[config.mk]
export PLATFORM = sky130hd
export DESIGN_NAME = tdm_bit_scheduler
export DESIGN_NICKNAME = d
export VERILOG_FILES = /design/src/rtl/tdm_pkg.sv /design/src/rtl/tdm_slot_counter.sv /design/src/rtl/tdm_bit_scheduler.sv
export SDC_FILE = /design/constraint.sdc
export NUM_CORES = 1
export LEC_CHECK = 0
export CELL_PAD_IN_SITES_DETAIL_PLACEMENT = 1
export CELL_PAD_IN_SITES_GLOBAL_PLACEMENT = 2
export CORE_ASPECT_RATIO = 1.4
export CORE_MARGIN = 2
export CORE_UTILIZATION = 34
export DETAILED_ROUTE_END_ITERATION = 7
export GPL_ROUTABILITY_DRIVEN = 0
export PLACE_DENSITY_LB_ADDON = 0.08
export SETUP_SLACK_MARGIN = 0.02
export SLEW_MARGIN = 30
export SYNTH_ARGS = -nofsm -noshare
export SYNTH_HDL_FRONTEND = slang
export SYNTH_SLANG_ARGS = --single-unit
[constraint.sdc]
create_clock -name clk -period 3.3 [get_ports clk]
set_clock_uncertainty 0.1 [all_clocks]
set_input_delay 0.66 -clock clk [delete_from_list [all_inputs] [get_ports clk]]
set_output_delay 0.66 -clock clk [all_outputs]
set_load 0.005 [all_outputs]
[src/rtl/tdm_pkg.sv]
// ---------------------------------------------------------------------------
// tdm_pkg
// Shared types and constants for the TDM bit scheduler that feeds the 1-to-4
// active-low demultiplexer.
//   tdm_state_t : scheduler FSM state (IDLE, SEND, GAP)
//   NUM_CH/CH_W : channel count and channel-select width
//   IDLE_*      : demux drive values while no slot is being emitted
//   bi_width()  : bit-index counter width for a given word width
// ---------------------------------------------------------------------------
package tdm_pkg;

    localparam int NUM_CH = 4;
    localparam int CH_W   = 2;

    typedef enum logic [1:0] {
        IDLE = 2'd0,
        SEND = 2'd1,
        GAP  = 2'd2
    } tdm_state_t;

    // With sel=0, d=1 and e=0 every demux output sits at its inactive level.
    localparam logic [CH_W-1:0] IDLE_SEL = '0;
    localparam logic            IDLE_D   = 1'b1;
    localparam logic            IDLE_E   = 1'b0;

    // A 1-bit word still needs a 1-bit index register.
    function automatic int bi_width(input int w);
        return (w <= 1) ? 1 : $clog2(w);
    endfunction

endpackage

[src/rtl/tdm_slot_counter.sv]
// ---------------------------------------------------------------------------
// tdm_slot_counter
// Walks the slot position of a frame: channel ch counts 0..3 every slot and
// bit index bi counts down from WIDTH-1 each time ch wraps 3->0.
// Ports:
//   clk, rst_n  : clock, asynchronous active-low reset
//   clr         : synchronous clear to the first slot (ch=0, bi=WIDTH-1)
//   adv         : advance to the next slot
//   nxt_ch      : channel of the position held after this edge
//   nxt_bi      : bit index of the position held after this edge
//   last_slot   : current position is the final slot (bi=0, ch=3)
// The "next" values are exported because the scheduler registers its outputs
// from the position the counter is about to take.
// ---------------------------------------------------------------------------
module tdm_slot_counter
    import tdm_pkg::*;
#(
    parameter int WIDTH = 8,
    parameter int BI_W  = bi_width(WIDTH)
) (
    input  logic            clk,
    input  logic            rst_n,
    input  logic            clr,
    input  logic            adv,
    output logic [CH_W-1:0] nxt_ch,
    output logic [BI_W-1:0] nxt_bi,
    output logic            last_slot
);

    localparam logic [BI_W-1:0] BI_TOP  = BI_W'(WIDTH - 1);
    localparam logic [CH_W-1:0] CH_LAST = CH_W'(NUM_CH - 1);

    logic [CH_W-1:0] ch;
    logic [BI_W-1:0] bi;

    always_comb begin
        nxt_ch = ch;
        nxt_bi = bi;
        if (clr) begin
            nxt_ch = '0;
            nxt_bi = BI_TOP;
        end else if (adv) begin
            nxt_ch = ch + 2'd1;
            if (ch == CH_LAST) begin
                nxt_bi = bi - 1'b1;
            end
        end
    end

    always_ff @(posedge clk or negedge rst_n) begin
        if (!rst_n) begin
            ch <= '0;
            bi <= BI_TOP;
        end else begin
            ch <= nxt_ch;
            bi <= nxt_bi;
        end
    end

    assign last_slot = (bi == '0) && (ch == CH_LAST);

endmodule

[src/rtl/tdm_bit_scheduler.sv]
// ---------------------------------------------------------------------------
// tdm_bit_scheduler
// Accepts one frame of four WIDTH-bit channel words and emits it one bit per
// clock, interleaved ch0..ch3 from MSB down to LSB, on the demux inputs.
// Ports:
//   clk, rst_n  : clock, asynchronous active-low reset
//   in_valid    : frame offered on in_data/in_mask
//   in_ready    : frame accepted this cycle when in_valid is also high
//   in_data     : ch k word = in_data[k*WIDTH +: WIDTH]
//   in_mask     : per-channel enable for the frame
//   sel_a       : demux channel select
//   dout_d      : demux serial data (1 in masked or idle slots)
//   en_e        : demux enable, active high
//   frame_done  : high during the last slot of a frame
//   busy        : high in SEND or GAP
//   dbg_state   : current FSM state
// Handshake: a frame transfers on a rising edge where in_valid and in_ready
// are both high; in_ready is a function of state and slot position only, and
// the offered frame may change freely while in_ready is low.
// ---------------------------------------------------------------------------
module tdm_bit_scheduler
    import tdm_pkg::*;
#(
    parameter int WIDTH = 8,
    parameter int GAP   = 0
) (
    input  logic                    clk,
    input  logic                    rst_n,
    input  logic                    in_valid,
    output logic                    in_ready,
    input  logic [NUM_CH*WIDTH-1:0] in_data,
    input  logic [NUM_CH-1:0]       in_mask,
    output logic [CH_W-1:0]         sel_a,
    output logic                    dout_d,
    output logic                    en_e,
    output logic                    frame_done,
    output logic                    busy,
    output tdm_state_t              dbg_state
);

    localparam int BI_W = bi_width(WIDTH);

    tdm_state_t        state;
    logic [WIDTH-1:0]  shadow_word [NUM_CH];
    logic [NUM_CH-1:0] shadow_mask;
    logic [3:0]        gap_cnt;

    logic              handshake;
    logic              slot_load;
    logic              last_slot;
    logic [CH_W-1:0]   nxt_ch;
    logic [BI_W-1:0]   nxt_bi;
    logic              nxt_bit;
    logic              nxt_en;
    logic              nxt_last;

    // With no gap the last slot doubles as an accept cycle so frames abut.
    assign in_ready  = (state == IDLE) ||
                       ((state == SEND) && last_slot && (GAP == 0));
    assign handshake = in_valid && in_ready;
    // A slot is registered either for a freshly accepted frame or for the
    // next position of the frame in flight.
    assign slot_load = handshake || ((state == SEND) && !last_slot);
    assign busy      = (state == SEND) || (state == tdm_pkg::GAP);
    assign dbg_state = state;

    tdm_slot_counter #(
        .WIDTH (WIDTH),
        .BI_W  (BI_W)
    ) u_slot_counter (
        .clk       (clk),
        .rst_n     (rst_n),
        .clr       (handshake),
        .adv       ((state == SEND) && !last_slot),
        .nxt_ch    (nxt_ch),
        .nxt_bi    (nxt_bi),
        .last_slot (last_slot)
    );

    // The first slot of a new frame comes straight from the input bus because
    // the shadow registers are only written on this same edge.
    always_comb begin
        nxt_bit = shadow_word[nxt_ch][nxt_bi];
        nxt_en  = shadow_mask[nxt_ch];
        if (handshake) begin
            nxt_bit = in_data[WIDTH-1];
            nxt_en  = in_mask[0];
        end
        nxt_last = (nxt_ch == CH_W'(NUM_CH - 1)) && (nxt_bi == '0);
    end

    always_ff @(posedge clk or negedge rst_n) begin
        if (!rst_n) begin
            state       <= IDLE;
            sel_a       <= IDLE_SEL;
            dout_d      <= IDLE_D;
            en_e        <= IDLE_E;
            frame_done  <= 1'b0;
            gap_cnt     <= '0;
            shadow_mask <= '0;
            for (int k = 0; k < NUM_CH; k++) begin
                shadow_word[k] <= '0;
            end
        end else begin
            if (handshake) begin
                shadow_mask <= in_mask;
                for (int k = 0; k < NUM_CH; k++) begin
                    shadow_word[k] <= in_data[k*WIDTH +: WIDTH];
                end
            end

            if (slot_load) begin
                sel_a      <= nxt_ch;
                dout_d     <= nxt_en ? nxt_bit : IDLE_D;
                en_e       <= nxt_en;
                frame_done <= nxt_last;
            end else begin
                sel_a      <= IDLE_SEL;
                dout_d     <= IDLE_D;
                en_e       <= IDLE_E;
                frame_done <= 1'b0;
            end

            case (state)
                IDLE: begin
                    if (handshake) begin
                        state <= SEND;
                    end
                end
                SEND: begin
                    if (last_slot && !handshake) begin
                        if (GAP > 0) begin
                            state   <= tdm_pkg::GAP;
                            gap_cnt <= 4'(GAP - 1);
                        end else begin
                            state <= IDLE;
                        end
                    end
                end
                tdm_pkg::GAP: begin
                    if (gap_cnt == '0) begin
                        state <= IDLE;
                    end else begin
                        gap_cnt <= gap_cnt - 4'd1;
                    end
                end
                default: begin
                    state <= IDLE;
                end
            endcase
        end
    end

endmodule

==> metrics <==
# diodes=0; # H-tree levels=2; cell count after synthesis=170; syn avg cell area=13.3 µm²; final WL=between 4 and 5 mm; Post-CTS Hold Buffers=0; Net Count, Synth=approximately 210; Resized Gates After CTS=0; Register Area=roughly 0.0012 mm²; Final Max Slew Viols=0; layout cells sized above 1=28.1%; routed wire length per instance=between 15 and 20 µm; PD cells=917 mW/mm²; Final #Nets=258; CP Max Fanout=8; outcome=complete, no violations; vias after detailed routing=about 1500; DP Wirelength=between 3 and 4 mm; normalized max-slew margin=around 60%; PortBufs=46; setup bufs post-CTS=0; Max IR drop VDD=roughly 0.3 mV; Layout Cells excl Fill=roughly 290; clk_lat worst skew=0.29 ns; Max-Cap Viols=0; vias in the first global route=around 1700; RSZ-0062 raised after global routing=no; Final period util=89.9%; TNS Setup=0 ns; CP Data Arrival Time=between 3 and 4 ns; CTS buffer count=5; first-pass GRT wire length=between 8 and 9 mm; Die Area=~0.0073 mm²; Starting Density=34.7%; Yosys top cell area share=a little under half; worst-margin pin slew=0.603 ns; register bit total from synthesis=47; clock sinks=47; grt total ovfl=0; antenna viol nets, final=0; Netlist cell types=44; TritonCTS clock tree=built; area of the multi-input gates=977 µm²; # IOs=48; number of DRC markers in iteration 0=23; CP Class=flip-flop to flip-flop; Worst Path Required=around 3.4 ns; EDFF count, synth=0; min Tclk post-route=between 2 and 3 ns; Core Rows=35; Clock Tree Buf Depth=2; Core Area=0.00653 mm²; Final Hold Violating Endpoints=0; # placed instances=283; final routed DRC violation total=0; Crit. End Element=flip-flop; LEAKAGE=between 1 and 1.5 nW; Die Ht=about 100 µm; sequential share of the synthesized area=~52%; # fillers=between 600 and 700; CTS root buf=clkbuf_8; chip width=73.0 µm; ys async rst share=100%; largest net degree at the start of global routing=between 40 and 50; clock transition at the registers of the reported paths=0.09 ns; Area Overhead vs Synth=27.2%; final setup vio count=0; total track usage=~15%; Pre-antenna DRT Iters=4; Post-Synthesis Cell Area=0.00227 mm²; Via density=just over 5; f_max=337 MHz; Warnings, synthesis=0; ys flop type=dfrtp_1; number of antenna violations at the first check in global routing=0; Area contributors post-synth=dfrtp_1 47%, mux2_2 18%, dfstp_2 4.6%; Worst Setup Start Kind=flip-flop; Synth area leader=dfrtp_1; hold crit path type=primary input to async pin
[per-layer routing]
layer | track usage (%) | vias to the layer above | part of all wire, %
met4 | 4.84 | 0 | 1.4
met1 | 17.5 | 759 | 40
met3 | 2.50 | 6 | 2.7
li1 | - | 698 | -
met2 | 26.0 | 32 | 56
met5 | 0 | - | 0
[report_power, final]
group	leakage [nW]	switching (mW)	internal (mW)
Sequential	0.564	0.149	0.866
Combinational	0.625	0.542	0.659
Clock	0.0612	0.183	0.245
[cell usage after synthesis, drive strengths merged, types with 3 or more instances]
cell	number
dfrtp	43
mux2	37
inv	11
mux2i	8
nand2	8
buf	6
mux4	5
dfstp	4
a21oi	3
clkbuf	3
ha	3
nand2b	3
nor2	3
o21ai	3
[path summary, 6_finish.rpt]
check	start	endpoint	slack, ns	cells after the start
setup / recovery	u_slot_counter.bi[0]	dout_d	0.33	9
hold / removal	rst_n	shadow_word[8]	0.28	1
setup reg to reg	u_slot_counter.bi[0]	dout_d	0.33	9
hold reg to reg	shadow_word[28]	shadow_word[28]	0.41	1
max in group asynchronous	rst_n	shadow_word[7]	2.42	1
min in group clk	shadow_word[28]	shadow_word[28]	0.41	1
[per-stage QoR]
| stage | utilization [%] | setup WS (ns) | hold slack, ns | cell area (µm²) | power (mW) |
|---|---|---|---|---|---|
| floorplan | - | 0.600 | 0.264 | 2270 | 1.96 |
| global placement | 42.3 | 0.309 | 0.391 | 2760 | 2.22 |
| detailed placement | 42.4 | 0.270 | 0.397 | 2770 | 2.26 |
| CTS | 44.2 | 0.325 | 0.284 | 2880 | 2.70 |
| global route | 44.2 | 0.150 | 0.303 | 2880 | 2.84 |
| finish | 44.2 | 0.335 | 0.277 | 2880 | 2.64 |
[cells by family after synthesis]
group	share of synthesized area (%)
mux	27.1
flops	52.1
simple gates	6.79
compound gates	7.45
buf+inv	4.75
fa+ha+maj	1.66
other cells	0.165
[placed cells by master, fill, tap and decap left out, types with 4 or more instances in the layout]
cell type,n
clkbuf_8,6
clkdlybuf4s50_1,45
dfrtp_1,43
dfstp_2,4
inv_1,10
mux2_2,37
mux2i_1,8
mux4_2,4
nand2_1,8
[area by class of cell]
cell class	instances	share of cell area, %
sequential	47	41.0
multi-input combinational	103	33.9
timing repair buffer	48	16.4
tap	74	3.21
clock buffer	6	2.86
inverter	11	1.43
clock inverter	2	1.22
[critical path, stage by stage, from the launching register on]
cell	delay [ns]
dfstp_2	0.56
inv_1	0.05
ha_1	0.19
ha_1	0.28
a21boi_4	0.27
a2bb2oi_2	0.37
mux4_1	0.62
a21oi_1	0.16
nand4bb_1	0.12
a31o_1	0.18
[state kept, by name, summed over array words and instances (netlist names)]
name / cells
shadow_word: 32
shadow_mask: 4
u_slot_counter.bi: 3
sel_a: 2
u_slot_counter.ch: 2
dbg_state: 1
dout_d: 1
en_e: 1
frame_done: 1
(Power assumes the default switching activity.)
